<file path="src/rtl/alu_op_sequencer_pkg.sv">
// Shared opcode, state and width definitions for the ALU operation sequencer.
// Imported by the decoder and by the sequencer top.
package alu_seq_pkg;

   localparam int CTL_W = 13;

   localparam logic [3:0] OP_AND   = 4'd0;
   localparam logic [3:0] OP_OR    = 4'd1;
   localparam logic [3:0] OP_ADD   = 4'd2;
   localparam logic [3:0] OP_SUB   = 4'd3;
   localparam logic [3:0] OP_MUL   = 4'd4;
   localparam logic [3:0] OP_DIV   = 4'd5;
   localparam logic [3:0] OP_SHR   = 4'd6;
   localparam logic [3:0] OP_SHL   = 4'd7;
   localparam logic [3:0] OP_ROR   = 4'd8;
   localparam logic [3:0] OP_ROL   = 4'd9;
   localparam logic [3:0] OP_NEG   = 4'd10;
   localparam logic [3:0] OP_NOT   = 4'd11;
   localparam logic [3:0] OP_INCPC = 4'd12;
   localparam logic [3:0] OP_LAST  = OP_INCPC;

   typedef enum logic [1:0] {
      S_IDLE = 2'd0,
      S_EXEC = 2'd1,
      S_CAPT = 2'd2,
      S_RESP = 2'd3
   } state_t;

   function automatic int max3(input int a, input int b, input int c);
      int m;
      m = (a > b) ? a : b;
      return (m > c) ? m : c;
   endfunction

endpackage

</file>
<file path="src/rtl/alu_op_decode.sv">
// Combinational opcode decoder: one-hot ALU control, EXEC cycle count and
// illegal-opcode flag for a 4-bit opcode.
module alu_op_decode
   import alu_seq_pkg::*;
#(
   parameter int BASE_CYCLES = 1,
   parameter int MUL_CYCLES  = 4,
   parameter int DIV_CYCLES  = 34,
   parameter int CNT_W       = 6
) (
   input  logic [3:0]       op,
   output logic [CTL_W-1:0] ctl,
   output logic [CNT_W-1:0] cycles,
   output logic             illegal
);

   // Opcodes above OP_LAST produce no control bit at all so they can never reach the ALU
   always_comb begin
      ctl     = '0;
      cycles  = CNT_W'(BASE_CYCLES);
      illegal = 1'b0;
      if (op > OP_LAST) begin
         illegal = 1'b1;
      end else begin
         ctl = CTL_W'(1) << op;
      end
      case (op)
         OP_MUL:  cycles = CNT_W'(MUL_CYCLES);
         OP_DIV:  cycles = CNT_W'(DIV_CYCLES);
         default: ;
      endcase
   end

endmodule

</file>
<file path="src/rtl/alu_op_sequencer.sv">
// Sequences one ALU operation at a time: request handshake, timed EXEC window with
// one-hot control, result capture, and a held response; traps bad ops before the ALU.
module alu_op_sequencer
   import alu_seq_pkg::*;
#(
   parameter int BASE_CYCLES = 1,
   parameter int MUL_CYCLES  = 4,
   parameter int DIV_CYCLES  = 34
) (
   input  logic              clk,
   input  logic              rst_n,
   input  logic              req_valid,
   output logic              req_ready,
   input  logic [3:0]        req_op,
   input  logic [31:0]       req_a,
   input  logic [31:0]       req_b,
   output logic [31:0]       alu_a,
   output logic [31:0]       alu_b,
   output logic [CTL_W-1:0]  alu_ctl,
   input  logic [63:0]       alu_c,
   output logic              rsp_valid,
   input  logic              rsp_ready,
   output logic [31:0]       rsp_hi,
   output logic [31:0]       rsp_lo,
   output logic              rsp_err,
   output logic              busy
);

   localparam int CNT_W = $clog2(max3(BASE_CYCLES, MUL_CYCLES, DIV_CYCLES) + 1);

   generate
      if (BASE_CYCLES < 1 || MUL_CYCLES < 1 || DIV_CYCLES < 1) begin : g_bad_cycles
         $error("alu_op_sequencer: cycle parameters must all be >= 1");
      end
   endgenerate

   state_t             state, next_state;
   logic [3:0]         op_reg;
   logic [CNT_W-1:0]   cnt;
   logic [3:0]         dec_op;
   logic [CTL_W-1:0]   dec_ctl;
   logic [CNT_W-1:0]   dec_cycles;
   logic               dec_illegal;
   logic               take_err;

   // The decoder looks at the incoming opcode while idle and the latched one afterwards
   assign dec_op   = (state == S_IDLE) ? req_op : op_reg;
   assign take_err = dec_illegal | ((req_op == OP_DIV) & (req_b == '0));

   alu_op_decode #(
      .BASE_CYCLES (BASE_CYCLES),
      .MUL_CYCLES  (MUL_CYCLES),
      .DIV_CYCLES  (DIV_CYCLES),
      .CNT_W       (CNT_W)
   ) u_decode (
      .op      (dec_op),
      .ctl     (dec_ctl),
      .cycles  (dec_cycles),
      .illegal (dec_illegal)
   );

   always_ff @(posedge clk or negedge rst_n) begin
      if (!rst_n) begin
         state <= S_IDLE;
      end else begin
         state <= next_state;
      end
   end

   always_comb begin
      next_state = state;
      req_ready  = 1'b0;
      rsp_valid  = 1'b0;
      alu_ctl    = '0;
      busy       = (state != S_IDLE);
      case (state)
         S_IDLE: begin
            req_ready = 1'b1;
            if (req_valid) begin
               next_state = take_err ? S_RESP : S_EXEC;
            end
         end
         S_EXEC: begin
            alu_ctl = dec_ctl;
            if (cnt == CNT_W'(1)) begin
               next_state = S_CAPT;
            end
         end
         S_CAPT: begin
            next_state = S_RESP;
         end
         S_RESP: begin
            rsp_valid = 1'b1;
            if (rsp_ready) begin
               next_state = S_IDLE;
            end
         end
         default: next_state = S_IDLE;
      endcase
   end

   // Error responses are written at accept time; normal results only on the CAPT edge
   always_ff @(posedge clk or negedge rst_n) begin
      if (!rst_n) begin
         op_reg  <= OP_AND;
         alu_a   <= '0;
         alu_b   <= '0;
         cnt     <= '0;
         rsp_hi  <= '0;
         rsp_lo  <= '0;
         rsp_err <= 1'b0;
      end else begin
         case (state)
            S_IDLE: begin
               if (req_valid) begin
                  op_reg <= req_op;
                  alu_a  <= req_a;
                  alu_b  <= req_b;
                  if (take_err) begin
                     cnt     <= '0;
                     rsp_err <= 1'b1;
                     rsp_hi  <= '0;
                     rsp_lo  <= '0;
                  end else begin
                     cnt <= dec_cycles;
                  end
               end
            end
            S_EXEC: begin
               cnt <= cnt - CNT_W'(1);
            end
            S_CAPT: begin
               rsp_hi  <= alu_c[63:32];
               rsp_lo  <= alu_c[31:0];
               rsp_err <= 1'b0;
            end
            default: ;
         endcase
      end
   end

endmodule
</file>
<file path="config.mk">
export PLATFORM = sky130hd
export DESIGN_NAME = alu_op_sequencer
export DESIGN_NICKNAME = d
export VERILOG_FILES = /design/src/rtl/alu_op_sequencer_pkg.sv /design/src/rtl/alu_op_decode.sv /design/src/rtl/alu_op_sequencer.sv
export SDC_FILE = /design/constraint.sdc
export NUM_CORES = 1
export LEC_CHECK = 0
export CORE_MARGIN = 4
export CORE_UTILIZATION = 44
export DETAILED_ROUTE_END_ITERATION = 8
export PLACE_DENSITY = 0.92
export SYNTH_ARGS = -nofsm -noshare
export SYNTH_HDL_FRONTEND = slang
export SYNTH_SLANG_ARGS = --single-unit
</file>
<file path="constraint.sdc">
create_clock -name clk -period 6.6 [get_ports clk]
set_clock_uncertainty 0.1 [all_clocks]
set_input_delay 0.66 -clock clk [delete_from_list [all_inputs] [get_ports clk]]
set_output_delay 0.66 -clock clk [all_outputs]
set_load 0.03 [all_outputs]
</file>
==> results.md, run 1 <==
- Status: finished clean
- Layout cells sized above 1: 0.156
- Area contributors post-synth: dfrtp_1, mux2_2, a22o_1, nor2_1, buf_6
- Setup ws final: 2.55 ns
- Core ar.: ~13000 sq um
- Initial antenna violation count: 1
- Clock H-tree levels: 4
- Post-synth top area cell: dfrtp_1
- Multi-input logic area: between 2000 and 2500 sq um
- GPL Wtd Cong: approximately 0.95
- Final wirelength: about 18 mm
- Area growth, synth to finish: 62.0%
- Die Wd: 122 microns
- CTS Hold Bufs: 0
- Register area share after synthesis: 0.616
- CTS clk-pin slew, worst paths: about 0.060 ns
- Largest net degree at the start of global routing: 74
- Hold Fails Final Rpt: 0
- DRC Markers: 0
- Fin crit share: 0.614
- Antenna cells: 0
- First-pass GRT wire length: approximately 27 mm
- Pre-CTS WS: a little over 3 ns
- Setup Viol. Count Final: 0
- PortBufs: between 200 and 300
- Utilization after layout: 0.732
- Die height: roughly 120 microns
- CP Capture Type: output port
- Vias in the first global route: between 5000 and 6000
- CTS Buffer Depth: 2
- CTS tree: done
- Synth Area in Compound Gates: 0.143
- # fillers: around 790
- Post-synthesis mux area share: 0.135
- Antenna-violating nets left: 0
- XOR/XNOR share of the synthesized area: 0
- Adder-cell share of the synthesized area: 0.0131
- Setup tns final: 0 ns
- Tot GR Track Use: 0.239
- GRT overflow: 0
- Synthesized net count: roughly 550
- Post-synth ARST share: 1.00
- Drt first pass iters: 4
- Final Instance Count excl. Fillers: 876
- Power per cell area: 576 nW/um^2
- Avg Vias per Cell: approximately 5.3
- CP Launch Type: flip-flop
- Yosys cell types: 46
- Number of synthesized flops with an enable pin: 0
- Reg2Reg Depth: 8
- Detail Placement HPWL: about 13 mm
- Crit Path Max Fanout: 23
- Clock sinks: about 140
- Worst slew margin relative to its limit: 0.429
- WHS: between 0.1 and 0.15 ns
- Row cnt: between 40 and 50
- Largest family of logic cells by synthesized area: compound AO/OA/AOI/OAI gates
- CP Data Arrival Time: about 3.3 ns
- CTS Buf Count: 17
- Count of boundary I/O pins: approximately 280
- Reg2reg start: state[0]
- Pins Over Slew Limit: 0
- Register bit total from synthesis: around 140
- Synth warn: 0
- Unrepaired setup endpoints after global routing: false
- Setup Crit Path Kind: flip-flop to output port
- Actual slew at the worst max-slew pin: around 0.86 ns
- Mapped Cells: 411
- Worst-Skew Late Latency: roughly 0.41 ns
- Max Freq: about 250 MHz
- Post-CTS Resized: 0
- Postcts setup bufs: 0
- Crit path required time: just under 6 ns
- Die area: about 15000 sq um
- Initial Util: 0.452
- R2r endpoint: rsp_hi[3]
- Mapped Area: ~5700 sq um
- Initial DRC count: 265
- Post-Place Cells: between 800 and 900
- Fin nets: ~830
- Worst min path class: input pin to async pin
- Main synth FF type: dfrtp_1
- Synth top area share: 0.616
- CTS root buffer: clkbuf_16
- Syn avg cell area: about 14 sq um
- Pleak: 3.90 nW
- Peak VDD IR: 339 uV
- Top cells by count, synth: dfrtp_1, mux2_2, a22o_1, nor2_1, inv_1
- Max-cap check violation count: 0
- Most frequent cell after synthesis: dfrtp_1
- Reg area: 3530 sq um
- Reg2reg setup slack: roughly 3.3 ns
- Min Tclk post-route: around 4.0 ns
- Simple-Gate Fraction of Synth Area: 0.0596
- Post-DR wirelength/cell: roughly 20 microns
- Routed via count: 4680
## placed cells by master (no fill, tap or decap), types with 5 or more instances in the layout
master / count
clkdlybuf4s50_1: 279
nor3_1: 8
inv_1: 10
bufinv_16: 5
nand2_1: 7
dfrtp_1: 141
a21oi_1: 7
mux2_2: 67
ha_1: 6
nor2_1: 22
clkbuf_16: 17
o21ai_0: 7
nor4_1: 5
a22o_1: 64
## logic make-up after synthesis
logic type | count (synthesis)
adders and majority gates | 6
and+or+nand+nor | 64
buffers and inverters | 33
AOI/OAI and AO/OA | 98
DFF | 141
muxes | 69
## metrics by stage
step	power [mW]	cell area (sq um)
2_1_floorplan	3.16	5730
3_3_place_gp	4.20	8630
3_5_place_dp	4.31	8630
4_1_cts	5.38	9280
5_1_grt	5.59	9280
6_report	5.35	9280
## layer usage
layer | part of all wire | global-route usage | wire length (microns)
met1 | 0.36 | 0.265 | 6470
met2 | 0.51 | 0.413 | 9070
met3 | 0.11 | 0.0942 | 1910
met4 | 0.020 | 0.0882 | 356
met5 | 0.00067 | 0 | 12
## final cells by class
type,count,share of cell area
clock buffers,18,0.0463
well taps,172,0.0232
clock inverters,14,0.0233
inverters,10,0.00405
flip-flops and latches,141,0.380
multi-input cells,237,0.217
repair buffers,284,0.306
## worst max-delay path, stage by stage (launching register included)
cell and delay, ns:
dfrtp_1 0.41, inv_1 0.11, ha_1 0.72, inv_1 0.26
o32a_1 0.49, nor2_1 0.16, clkdlybuf4s50_1 0.72
## report_power, final
part	total, mW	internal (mW)	switching, mW
clock	1.04	0.672	0.367
sequential	1.54	1.29	0.252
combinational	2.77	1.23	1.53
total	5.35	3.19	2.15
## how the worst max path moves through the flow
stage | start | end | slack (ns) | cells after the start
2_1_floorplan | state[0] | alu_ctl[1] | 3.73 | 6
3_3_place_gp | state[0] | alu_ctl[1] | 3.25 | 6
3_5_place_dp | state[0] | alu_ctl[5] | 3.08 | 6
4_1_cts | state[0] | alu_ctl[5] | 2.61 | 6
5_1_grt | state[1] | alu_ctl[0] | 2.32 | 7
6_report | state[0] | alu_ctl[5] | 2.55 | 6
Note: power is estimated with default switching activity, not from simulation.
==> inputs of run 2 (changes only) <==
--- a/config.mk
+++ b/config.mk
@@ -6,9 +6,9 @@
 export NUM_CORES = 1
 export LEC_CHECK = 0
 export CORE_MARGIN = 4
-export CORE_UTILIZATION = 44
+export CORE_UTILIZATION = 37
 export DETAILED_ROUTE_END_ITERATION = 8
-export PLACE_DENSITY = 0.92
+export PLACE_DENSITY = 0.83
 export SYNTH_ARGS = -nofsm -noshare
 export SYNTH_HDL_FRONTEND = slang
 export SYNTH_SLANG_ARGS = --single-unit
==> constraint.sdc (replaced) <==
create_clock -name clk -period 3.71 [get_ports clk]
set_clock_uncertainty 0.1 [all_clocks]
set_input_delay 0.371 -clock clk [delete_from_list [all_inputs] [get_ports clk]]
set_output_delay 0.371 -clock clk [all_outputs]
set_load 0.03 [all_outputs]
==> results.md, run 2 (same netlist as run 1, synthesis figures left out) <==
- Status: finished clean
- Clock sinks: around 140
- Hold Fails Final Rpt: 0
- PortBufs: 280
- Fin nets: about 840
- CTS Buf Count: 17
- Die area: ~18000 sq um
- Max Freq: between 300 and 400 MHz
- Row cnt: 45
- Commonest non-fill, non-tap cell in the layout: clkdlybuf4s50_1
- Actual slew at the worst max-slew pin: approximately 0.83 ns
- CP Capture Type: output port
- CTS Buffer Depth: 2
- Power consumption: roughly 9.3 mW
- Pleak: a little under 4 nW
- Max-cap check violation count: 0
- GRT overflow: 0
- Unrepaired setup endpoints after global routing: false
- Crit path required time: 3.24 ns
- Die height: 132 microns
- Peak VDD IR: about 650 uV
- Drt first pass iters: 5
- Worst min path class: flip-flop to flip-flop
- Vias in the first global route: approximately 5000
- Pins Over Slew Limit: 0
- Post-Place Cells: between 800 and 900
- GPL Wtd Cong: just over 0.8
- Power per cell area: roughly 1000 nW/um^2
- Core ar.: 15200 sq um
- Postcts setup bufs: 0
- Worst slew margin relative to its limit: 0.450
- Die Wd: around 130 microns
- Tot GR Track Use: 0.191
- CP Launch Type: flip-flop
- Slowest cell on the critical path: clkdlybuf4s50_1
- Crit path cell chain: inv_1, ha_1, buf_4, nor3_1, nor2_1, a211oi_1, clkdlybuf4s50_1
- Crit path largest cell delay: roughly 0.7 ns
- Final wirelength: approximately 17 mm
- WP buf/inv: 3
- Antenna cells: 0
- Antenna-violating nets left: 0
- CTS root buffer: clkbuf_16
- Detail Placement HPWL: around 12 mm
- Setup tns final: 0 ns
- Fin crit share: 0.897
- Count of boundary I/O pins: between 200 and 300
- Clock H-tree levels: 4
- Crit Path Max Fanout: 17
- Post-CTS Resized: 0
- Setup Viol. Count Final: 0
- Avg Vias per Cell: 5.17
- Layout cells sized above 1: 0.160
- CP Data Arrival Time: 2.86 ns
- Initial DRC count: around 220
- Area growth, synth to finish: 62.2%
- Initial Util: 0.377
- Most frequent cells in the layout: clkdlybuf4s50_1, dfrtp_1, mux2_2
- Min Tclk post-route: around 3.3 ns
- DRC Markers: 0
- # fillers: between 1000 and 1500
- First-pass GRT wire length: approximately 27 mm
- Post-DR wirelength/cell: 18.6 microns
- Largest net degree at the start of global routing: 91
- Routed via count: 4625
- Worst-Skew Late Latency: between 0.4 and 0.5 ns
- Crit-path leading delay family: buffers and inverters
- CTS tree: done
- Final Instance Count excl. Fillers: between 800 and 900
- Setup Crit Path Kind: flip-flop to output port
- CTS clk-pin slew, worst paths: 0.06 ns
- Initial antenna violation count: 0
==> run 2: cell types whose count changed in the layout (fill, tap and decap cells not counted), sizes merged <==
cell	change
inv	+6
bufinv	-4
buf	+2
clkinv	-1
clkinvlp	-1
dlygate4sd3	+1
==> run 2: power by group <==
group / switching [mW] / total [mW] / internal (mW) / leakage [nW]
registers: 0.435 / 2.72 / 2.29 / 1.72
clock network: 0.712 / 1.68 / 0.969 / 0.282
logic: 2.67 / 4.89 / 2.21 / 1.90
==> run 2: per-stage QoR <==
step	hold slack (ns)	instance area, sq um	setup slack (ns)	util
after floorplan	-0.0246	5730	1.13	-
after global placement	0.387	8690	0.850	0.572
after detailed placement	0.391	8690	0.773	0.572
after CTS	0.407	9290	0.344	0.611
after global routing	0.420	9290	0.209	0.611
final	0.403	9290	0.382	0.611
==> run 2: per-layer routing <==
layer / global-route usage / vias up / part of all wire
met3: 0.0734 / 28 / 0.086
met2: 0.313 / 222 / 0.49
met4: 0.0739 / 0 / 0.028
met1: 0.227 / 2273 / 0.40
li1: - / 2102 / -
met5: 0 / - / 0
==> run 2: final timing paths <==
path	startpoint	to	slack, ns	depth (start not counted)
worst max-delay path	state[1]	alu_ctl[12]	0.38	7
worst min-delay path	alu_a[2]	alu_a[2]	0.40	1
worst max register to register	state[1]	rsp_hi[13]	0.82	9
worst min register to register	alu_a[2]	alu_a[2]	0.40	1
max in group asynchronous	rst_n	op_reg[1]	2.23	3
min in group asynchronous	rst_n	rsp_hi[16]	0.49	2
==> run 2: what timing repair did <==
item | CTS | global route
endpoints found under the setup margin | 0 | 0
hold buffers | 1 | 0
hold endpoints to repair | 89 | 0
==> run 2: area by class of cell <==
type,instances,area [sq um],area share
sequential,141,3530,0.380
timing repair buffer,287,2880,0.310
multi-input combinational,237,2020,0.217
clock buffer,18,439,0.0473
tap,188,235,0.0253
clock inverter,14,150,0.0162
inverter,10,37.5,0.00404
==> inputs of run 3 (changes only) <==
--- a/config.mk
+++ b/config.mk
@@ -6,9 +6,10 @@
 export NUM_CORES = 1
 export LEC_CHECK = 0
 export CORE_MARGIN = 4
-export CORE_UTILIZATION = 37
+export CORE_UTILIZATION = 38
+export CTS_BUF_LIST = sky130_fd_sc_hd__clkbuf_8
 export DETAILED_ROUTE_END_ITERATION = 8
-export PLACE_DENSITY = 0.83
+export PLACE_DENSITY = 0.85
 export SYNTH_ARGS = -nofsm -noshare
 export SYNTH_HDL_FRONTEND = slang
 export SYNTH_SLANG_ARGS = --single-unit
==> results.md, run 3 (same netlist as run 1, synthesis figures left out) <==
- Status: finished clean
- Final wirelength: ~17 mm
- Die Wd: 131 microns
- Setup Viol. Count Final: 0
- Setup tns final: 0 ns
- WHS: between 0.3 and 0.4 ns
- Routed via count: 4598
- Detail Placement HPWL: approximately 13 mm
- Post-DR wirelength/cell: about 19 microns
- Highest routed metal layer: met4
- Postcts setup bufs: 0
- DR WL met3: 2.07 mm
- Antenna-violating nets left: 0
- CP Data Arrival Time: around 3 ns
- Min Tclk post-route: about 3.5 ns
- Max Freq: between 200 and 300 MHz
- Drt first pass iters: 4
- Die area: ~17000 sq um
- Vias in the first global route: 4953
- Worst-Skew Late Latency: ~0.44 ns
- Setup Crit Path Kind: flip-flop to output port
- Worst min path class: input pin to async pin
- Most frequent cells in the layout: clkdlybuf4s50_1, dfrtp_1, mux2_2
- Worst slew margin relative to its limit: 0.553
- Initial antenna violation count: 0
- Initial DRC count: 231
- CTS clk-pin slew, worst paths: about 0.080 ns
- PortBufs: 280
- Max-cap check violation count: 0
- Row cnt: 44
- Hold Fails Final Rpt: 0
- GPL Wtd Cong: between 0.8 and 0.9
- Area growth, synth to finish: 58.5%
- # fillers: 1090
- CP Capture Type: output port
- Peak VDD IR: 582 uV
- CP Launch Type: flip-flop
- Largest net degree at the start of global routing: 75
- Met2 wire length: between 8 and 9 mm
- Clock H-tree levels: 4
- Commonest non-fill, non-tap cell in the layout: clkdlybuf4s50_1
- Actual slew at the worst max-slew pin: 0.671 ns
- Avg Vias per Cell: roughly 5.2
- Met1 Wirelength: 6.38 mm
- Crit Path Max Fanout: 15
- Pleak: around 3.8 nW
- CTS root buffer: clkbuf_8
- Crit path required time: roughly 3.2 ns
- DRC Markers: 0
- Count of boundary I/O pins: roughly 280
- Pre-CTS WS: ~0.74 ns
- Pins Over Slew Limit: 0
- Core ar.: approximately 15000 sq um
- Die height: 131 microns
- Fin nets: ~840
- Power per cell area: 968 nW/um^2
- GRT overflow: 0
- Fin crit share: 0.933
- Initial Util: 0.391
- First-pass GRT wire length: between 20 and 30 mm
- Antenna cells: 0
- Clock sinks: approximately 140
- Tot GR Track Use: 0.199
- CTS tree: done
- Layout cells sized above 1: 0.160
- CTS Buf Count: 17
- Unrepaired setup endpoints after global routing: false
- Setup ws final: 0.248 ns
- CTS Buffer Depth: 2
## run 3: cell count changes in the layout (fill, tap and decap cells not counted)
| cell | change |
|---|---|
| inv_8 | -3 |
| clkbuf_8 | +16 |
| clkbuf_16 | -17 |
| clkinv_4 | +1 |
| inv_1 | +1 |
| clkinv_2 | +2 |
| buf_4 | +1 |
## run 3: worst max-delay path, cell delays in order, from the launching register on
cell,delay [ns]
dfrtp_1,0.41
inv_1,0.11
ha_1,0.46
inv_1,0.24
o32a_1,0.49
nor2_1,0.14
clkdlybuf4s50_1,0.71
## run 3: routing by layer
layer,vias up,global-route usage
met5,-,0
met4,0,0.0617
met3,26,0.0992
met2,231,0.331
met1,2243,0.225
li1,2098,-
## run 3: timing repair
| action | 4_1_cts | 5_1_grt |
|---|---|---|
| hold buffers | 1 | 0 |
| gates resized for setup | 0 | 0 |
| hold endpoints to repair | 73 | 0 |
## run 3: power breakdown
part / internal [mW] / switching (mW) / total, mW
clock network: 0.539 / 0.617 / 1.16
logic: 2.22 / 2.69 / 4.90
registers: 2.29 / 0.439 / 2.72
## run 3: final timing paths
path / cells past startpoint / startpoint / endpoint / slack, ns
min: 2 / rst_n / rsp_lo[4] / 0.39
min in group clk: 1 / alu_b[17] / alu_b[17] / 0.41
max: 6 / state[0] / alu_ctl[9] / 0.25
min reg2reg: 1 / alu_b[17] / alu_b[17] / 0.41
max reg2reg: 8 / state[0] / rsp_lo[26] / 0.75
max in group asynchronous: 3 / rst_n / alu_a[6] / 2.31
## run 3: layout make-up
class                      count  area (sq um)  area share
inverter                      10          37.5     0.00414
clock buffer                  17           234      0.0258
tap                          184           230      0.0254
sequential                   141          3530       0.389
timing repair buffer         288          2890       0.319
clock inverter                15           139      0.0153
multi-input combinational    237          2020       0.222
## run 3: stage by stage
step	total power [mW]	util	area (sq um)	std cells
floorplan	5.62	-	5730	411
global placement	7.51	0.594	8690	859
detailed placement	7.67	0.594	8690	859
CTS	8.86	0.620	9080	892
global route	9.28	0.620	9080	892
finish	8.78	0.620	9080	892
==> RTL change 1: new RTL, config.mk and constraints of run 3 <==
Register the output `rsp_err` once more, with the module's reset; this adds one clock of latency there. The other outputs are not delayed to match.
--- a/src/rtl/alu_op_sequencer.sv
+++ b/src/rtl/alu_op_sequencer.sv
@@ -28,4 +28,6 @@
 
    localparam int CNT_W = $clog2(max3(BASE_CYCLES, MUL_CYCLES, DIV_CYCLES) + 1);
+
+   logic rsp_err_s0;
 
    generate
@@ -109,5 +111,5 @@
          rsp_hi  <= '0;
          rsp_lo  <= '0;
-         rsp_err <= 1'b0;
+         rsp_err_s0 <= 1'b0;
       end else begin
          case (state)
@@ -119,5 +121,5 @@
                   if (take_err) begin
                      cnt     <= '0;
-                     rsp_err <= 1'b1;
+                     rsp_err_s0 <= 1'b1;
                      rsp_hi  <= '0;
                      rsp_lo  <= '0;
@@ -133,5 +135,5 @@
                rsp_hi  <= alu_c[63:32];
                rsp_lo  <= alu_c[31:0];
-               rsp_err <= 1'b0;
+               rsp_err_s0 <= 1'b0;
             end
             default: ;
@@ -140,3 +142,11 @@
    end
 
+   always_ff @(posedge clk or negedge rst_n) begin
+      if (!rst_n) begin
+         rsp_err <= '0;
+      end else begin
+         rsp_err <= rsp_err_s0;
+      end
+   end
+
 endmodule
Formal check against the unedited RTL: not equivalent (a bounded check fails within 4 cycles, from zero or initial values and one cycle with rst_n low).
==> RTL change 1 against run 3 <==
- total power down 2.7%
- critical path type unchanged
- sequential cell count up 1
- largest cell class unchanged
- synthesized area up 9.1%
- largest power group unchanged
- critical endpoint is now alu_ctl[3]
- routed wire length up 2.5%
- final area up 7.4%
- sequential share of layout area down 2.4 points
- clock power up 23%
- setup slack better by 64 ps
==> RTL change 1: results (changes against run 3) <==
Routing
  • WL/cell: 16.8 µm (was 19.4 µm)
  • Iteration-0 DRC Markers: 177 (was 231)
  • Met1 WL: 6.88 mm (was 6.38 mm)
  • Via count: 4997 (was 4598)
  • Drt pass-1 iters: 6 (was 4)
  • Met3 wire length: 2.11 mm (was 2.07 mm)
  • Met2 wire length: 8.50 mm (was 8.53 mm)

GRT
  • Met3 Use GR: 9.33% (was 9.92%)
  • Met2 track demand over resource: 31.7% (was 33.1%)
  • GRT Util Overall: 19.1% (was 19.9%)
  • Vias in the first global route: 5278 (was 4953)
  • Grt met1 use: 21.8% (was 22.5%)
  • First-pass GRT wire length: 27.4 mm (was 26.3 mm)

Pwr
  • Max rail drop VDD: 0.000532 V (was 0.000582 V)

Outcome
  • Status: complete, no violations (unchanged)

Synthesis
  • Mapped Nets: 682 (was 553)
  • Distinct cells, synth: 41 (was 46)
  • Sequential share of the synthesized area: 56.9% (was 61.6%)
  • Avg Cell Area, Syn: 11.6 µm² (was 13.9 µm²)
  • Main area contributors after synthesis: dfrtp_1 (57%), mux2i_1 (10%), mux2_2 (8.3%) (was dfrtp_1 (62%), mux2_2 (13%), a22o_1 (9.8%))
  • Top cell type's share of synthesized area: 56.9% (was 61.6%)
  • Post-synth top cells: dfrtp_1 (142), nand2_1 (82), inv_1 (73), mux2i_1 (65), mux2_2 (46) (was dfrtp_1 (141), mux2_2 (67), a22o_1 (64), nor2_1 (22), inv_1 (10))
  • Fraction of registers with async set or reset after synthesis: 100% (unchanged)

Place
  • DP Cell Count: 1020 (was 859)
  • DP Worst Slack: 731 ps (was 740 ps)
  • Routability cong.: 0.866 (was 0.895)
  • DP Area: 0.00929 mm² (was 0.00869 mm²)
  • Detail Placement HPWL: 13.2 mm (about the same)

Setup path
  • Worst EP arrival: 2930 ps (was 2990 ps)
  • R2R Setup Slk: 1100 ps (was 750 ps)
  • Largest stage delay on the critical path: 740 ps (was 710 ps)
  • CP endpoint: alu_ctl[3] (was alu_ctl[9])

Timing
  • Max_slew headroom: 53.8% (was 55.3%)
  • Maximum clock rate: 294 MHz (was 289 MHz)

Clocking
  • Post-CTS setup buffer count: 0 (unchanged)
  • Post-CTS sizing: 0 (unchanged)
  • Longest Clk Path Bufs: 2 (unchanged)

Hold path
  • HP Class: reg -> reg (was in -> async)

Layout
  • NumNets Final: 966 (was 837)
  • Layout cells sized above 1: 10.9% (was 16.0%)
## RTL change 1: kinds of logic (layout without fill, tap and decap cells)
logic type      Yosys count  after routing  synth area share, %
compound gates           27             27                 2.90
fa+ha+maj                 6              6                 1.20
mux                     134            134                 22.9
buf+inv                  97            393                 6.55
flops                   142            142                 56.9
simple gates            134            134                 9.61
## RTL change 1: power groups by stage
stage | registers, µW | clock network (µW) | logic [µW]
finish | 2570 | 1430 | 4550
global route | 2660 | 1540 | 4860
CTS | 2580 | 1470 | 4600
detailed placement | 2600 | 0 | 4580
global placement | 2560 | 0 | 4530
floorplan | 3740 | 0 | 1570
## RTL change 1: final cells by class
cell class / instances / area (µm²)
fillers: 1328 / 6250
inverters: 74 / 278
clock buffers: 17 / 234
clock inverters: 14 / 218
flip-flops and latches: 142 / 3550
well taps: 216 / 270
repair buffers: 288 / 2890
multi-input cells: 301 / 2300
==> RTL change 2: new RTL, config.mk and constraints of run 3 <==
Without the edit above. `MUL_CYCLES` is set to 4 in 2 places; all go to 2.
--- a/src/rtl/alu_op_decode.sv
+++ b/src/rtl/alu_op_decode.sv
@@ -5,5 +5,5 @@
 #(
    parameter int BASE_CYCLES = 1,
-   parameter int MUL_CYCLES  = 4,
+   parameter int MUL_CYCLES  = 2,
    parameter int DIV_CYCLES  = 34,
    parameter int CNT_W       = 6
--- a/src/rtl/alu_op_sequencer.sv
+++ b/src/rtl/alu_op_sequencer.sv
@@ -5,5 +5,5 @@
 #(
    parameter int BASE_CYCLES = 1,
-   parameter int MUL_CYCLES  = 4,
+   parameter int MUL_CYCLES  = 2,
    parameter int DIV_CYCLES  = 34
 ) (
Check against the original RTL: not equivalent (Yosys sat finds a counterexample within 4 cycles, from zero or initial values and one cycle with rst_n low).
==> RTL change 2 against run 3 <==
- setup slack better by 270 ps
- synthesized area up 8.7%
- final area up 7.3%
- critical endpoint is now alu_ctl[7]
- routed wire length up 2.4%
- total power shrank 7.1%
- count of clock-buffer cells in the layout unchanged
- die area increased by 8.2%
- sequential power is 11% lower
- sequential cell count did not move
==> RTL change 2: results (changes against run 3) <==
Layout
  • Layout cells sized above 1: 13.1% (was 16.0%)
  • Final cell count without fillers: 1050 (was 892)
  • Antenna fix cells: 0 (unchanged)
  • NumNets Final: 963 (was 837)

Routing
  • Via count: 4878 (was 4598)
  • Iteration-0 DRC Markers: 167 (was 231)
  • Drt total wl: 17.7 mm (was 17.3 mm)

Outcome
  • Status: complete, no violations (unchanged)

Timing
  • Maximum clock rate: 313 MHz (was 289 MHz)
  • Hold_ws: 378 ps (was 392 ps)
  • Pin slew with the least headroom to its limit: 786 ps (was 671 ps)

Hold path
  • HP Class: in -> reg (was in -> async)

GRT
  • Pin count of the biggest net entering global routing: 83 (was 75)
  • GRT Util Overall: 19.0% (was 19.9%)
  • Vias in the first global route: 5201 (was 4953)
  • First-pass GRT wire length: 27.2 mm (was 26.3 mm)

Synthesis
  • Distinct cells, synth: 39 (was 46)
  • Post-synth top cells: dfrtp_1 (141), nand2_1 (75), inv_1 (74), mux2_2 (67), mux2i_1 (66) (was dfrtp_1 (141), mux2_2 (67), a22o_1 (64), nor2_1 (22), inv_1 (10))
  • Avg Cell Area, Syn: 11.6 µm² (was 13.9 µm²)
  • Sequential share of the synthesized area: 56.7% (was 61.6%)
  • Main area contributors after synthesis: dfrtp_1 (57%), mux2_2 (12%), mux2i_1 (11%) (was dfrtp_1 (62%), mux2_2 (13%), a22o_1 (9.8%))
  • Mapped Nets: 681 (was 553)
  • Ys flop type: dfrtp_1 (unchanged)

Clocking
  • Clk_lat worst skew: between 400 and 500 ps
  • H-tree depth: 4 (unchanged)
  • Longest Clk Path Bufs: 2 (unchanged)
  • Total CTS buffers: 17 (unchanged)

Place
  • DP Cell Count: 1017 (was 859)
  • Detail Placement HPWL: 13.0 mm (was 13.2 mm)
  • Routability cong.: 0.864 (was 0.895)
  • DP Area: 0.00925 mm² (was 0.00869 mm²)
  • DP Worst Slack: 942 ps (was 740 ps)

Pwr
  • Leak: 0.00440 µW (was 0.00381 µW)
  • Max rail drop VDD: 0.000505 V (was 0.000582 V)

Setup path
  • Worst EP arrival: 2720 ps (was 2990 ps)
  • Max Fanout on Critical Path: 23 (was 15)
  • Largest stage delay on the critical path: 680 ps (was 710 ps)
  • R2R Setup Slk: 1030 ps (was 750 ps)
## RTL change 2: changes by cell type after synthesis, sizes merged, moves of 4 or more
cell	before	now
a22o	64	3
nand2	9	75
a21oi	7	3
clkbuf	7	14
o21ai	7	11
nor4	5	9
mux2i	2	66
nand3	2	7
buf	16	10
inv	10	74
## RTL change 2: path summary, 6_finish.rpt
kind	from	endpoint	cells after the start
hold reg to reg	rsp_err	rsp_err	1
setup reg to reg	state[0]	rsp_hi[4]	9
min in group asynchronous	rst_n	alu_b[2]	2
hold / removal	alu_c[41]	rsp_hi[9]	3
max in group asynchronous	rst_n	rsp_lo[2]	3
setup / recovery	state[0]	alu_ctl[7]	8
## RTL change 2: per-layer routing
layer | vias up | part of all wire, % | global-route usage [%]
li1 | 2339 | - | -
met1 | 2374 | 39 | 22.0
met2 | 142 | 52 | 33.2
met3 | 23 | 6.1 | 6.62
met4 | 0 | 2.0 | 5.77
met5 | - | 0 | 0
## RTL change 2: cells by family after synthesis
kind of cell,Yosys count,synth area share (%)
flip-flops,141,56.7
multiplexers,133,22.7
AND/OR/NAND/NOR,130,9.12
buffers and inverters,98,6.73
AO/OA/AOI/OAI,31,3.56
adder cells (fa/ha/maj),6,1.21
## RTL change 2: timing repair
item,CTS,global route
hold buffers,1,0
endpoints found under the hold margin,81,0
endpoints found under the setup margin,0,0
buffers inserted,0,0
## RTL change 2: layout make-up
class,instances,area [µm²]
Fill cell,1329,6200
Sequential cell,141,3530
Timing Repair Buffer,287,2880
Multi-Input combinational cell,300,2300
Inverter,74,278
Tap cell,216,270
Clock inverter,15,244
Clock buffer,17,234
## RTL change 2: power by group
part           switching [µW]  internal (µW)
logic                    2360           1870
clock network             628            870
registers                 317           2110
total                    3310           4850
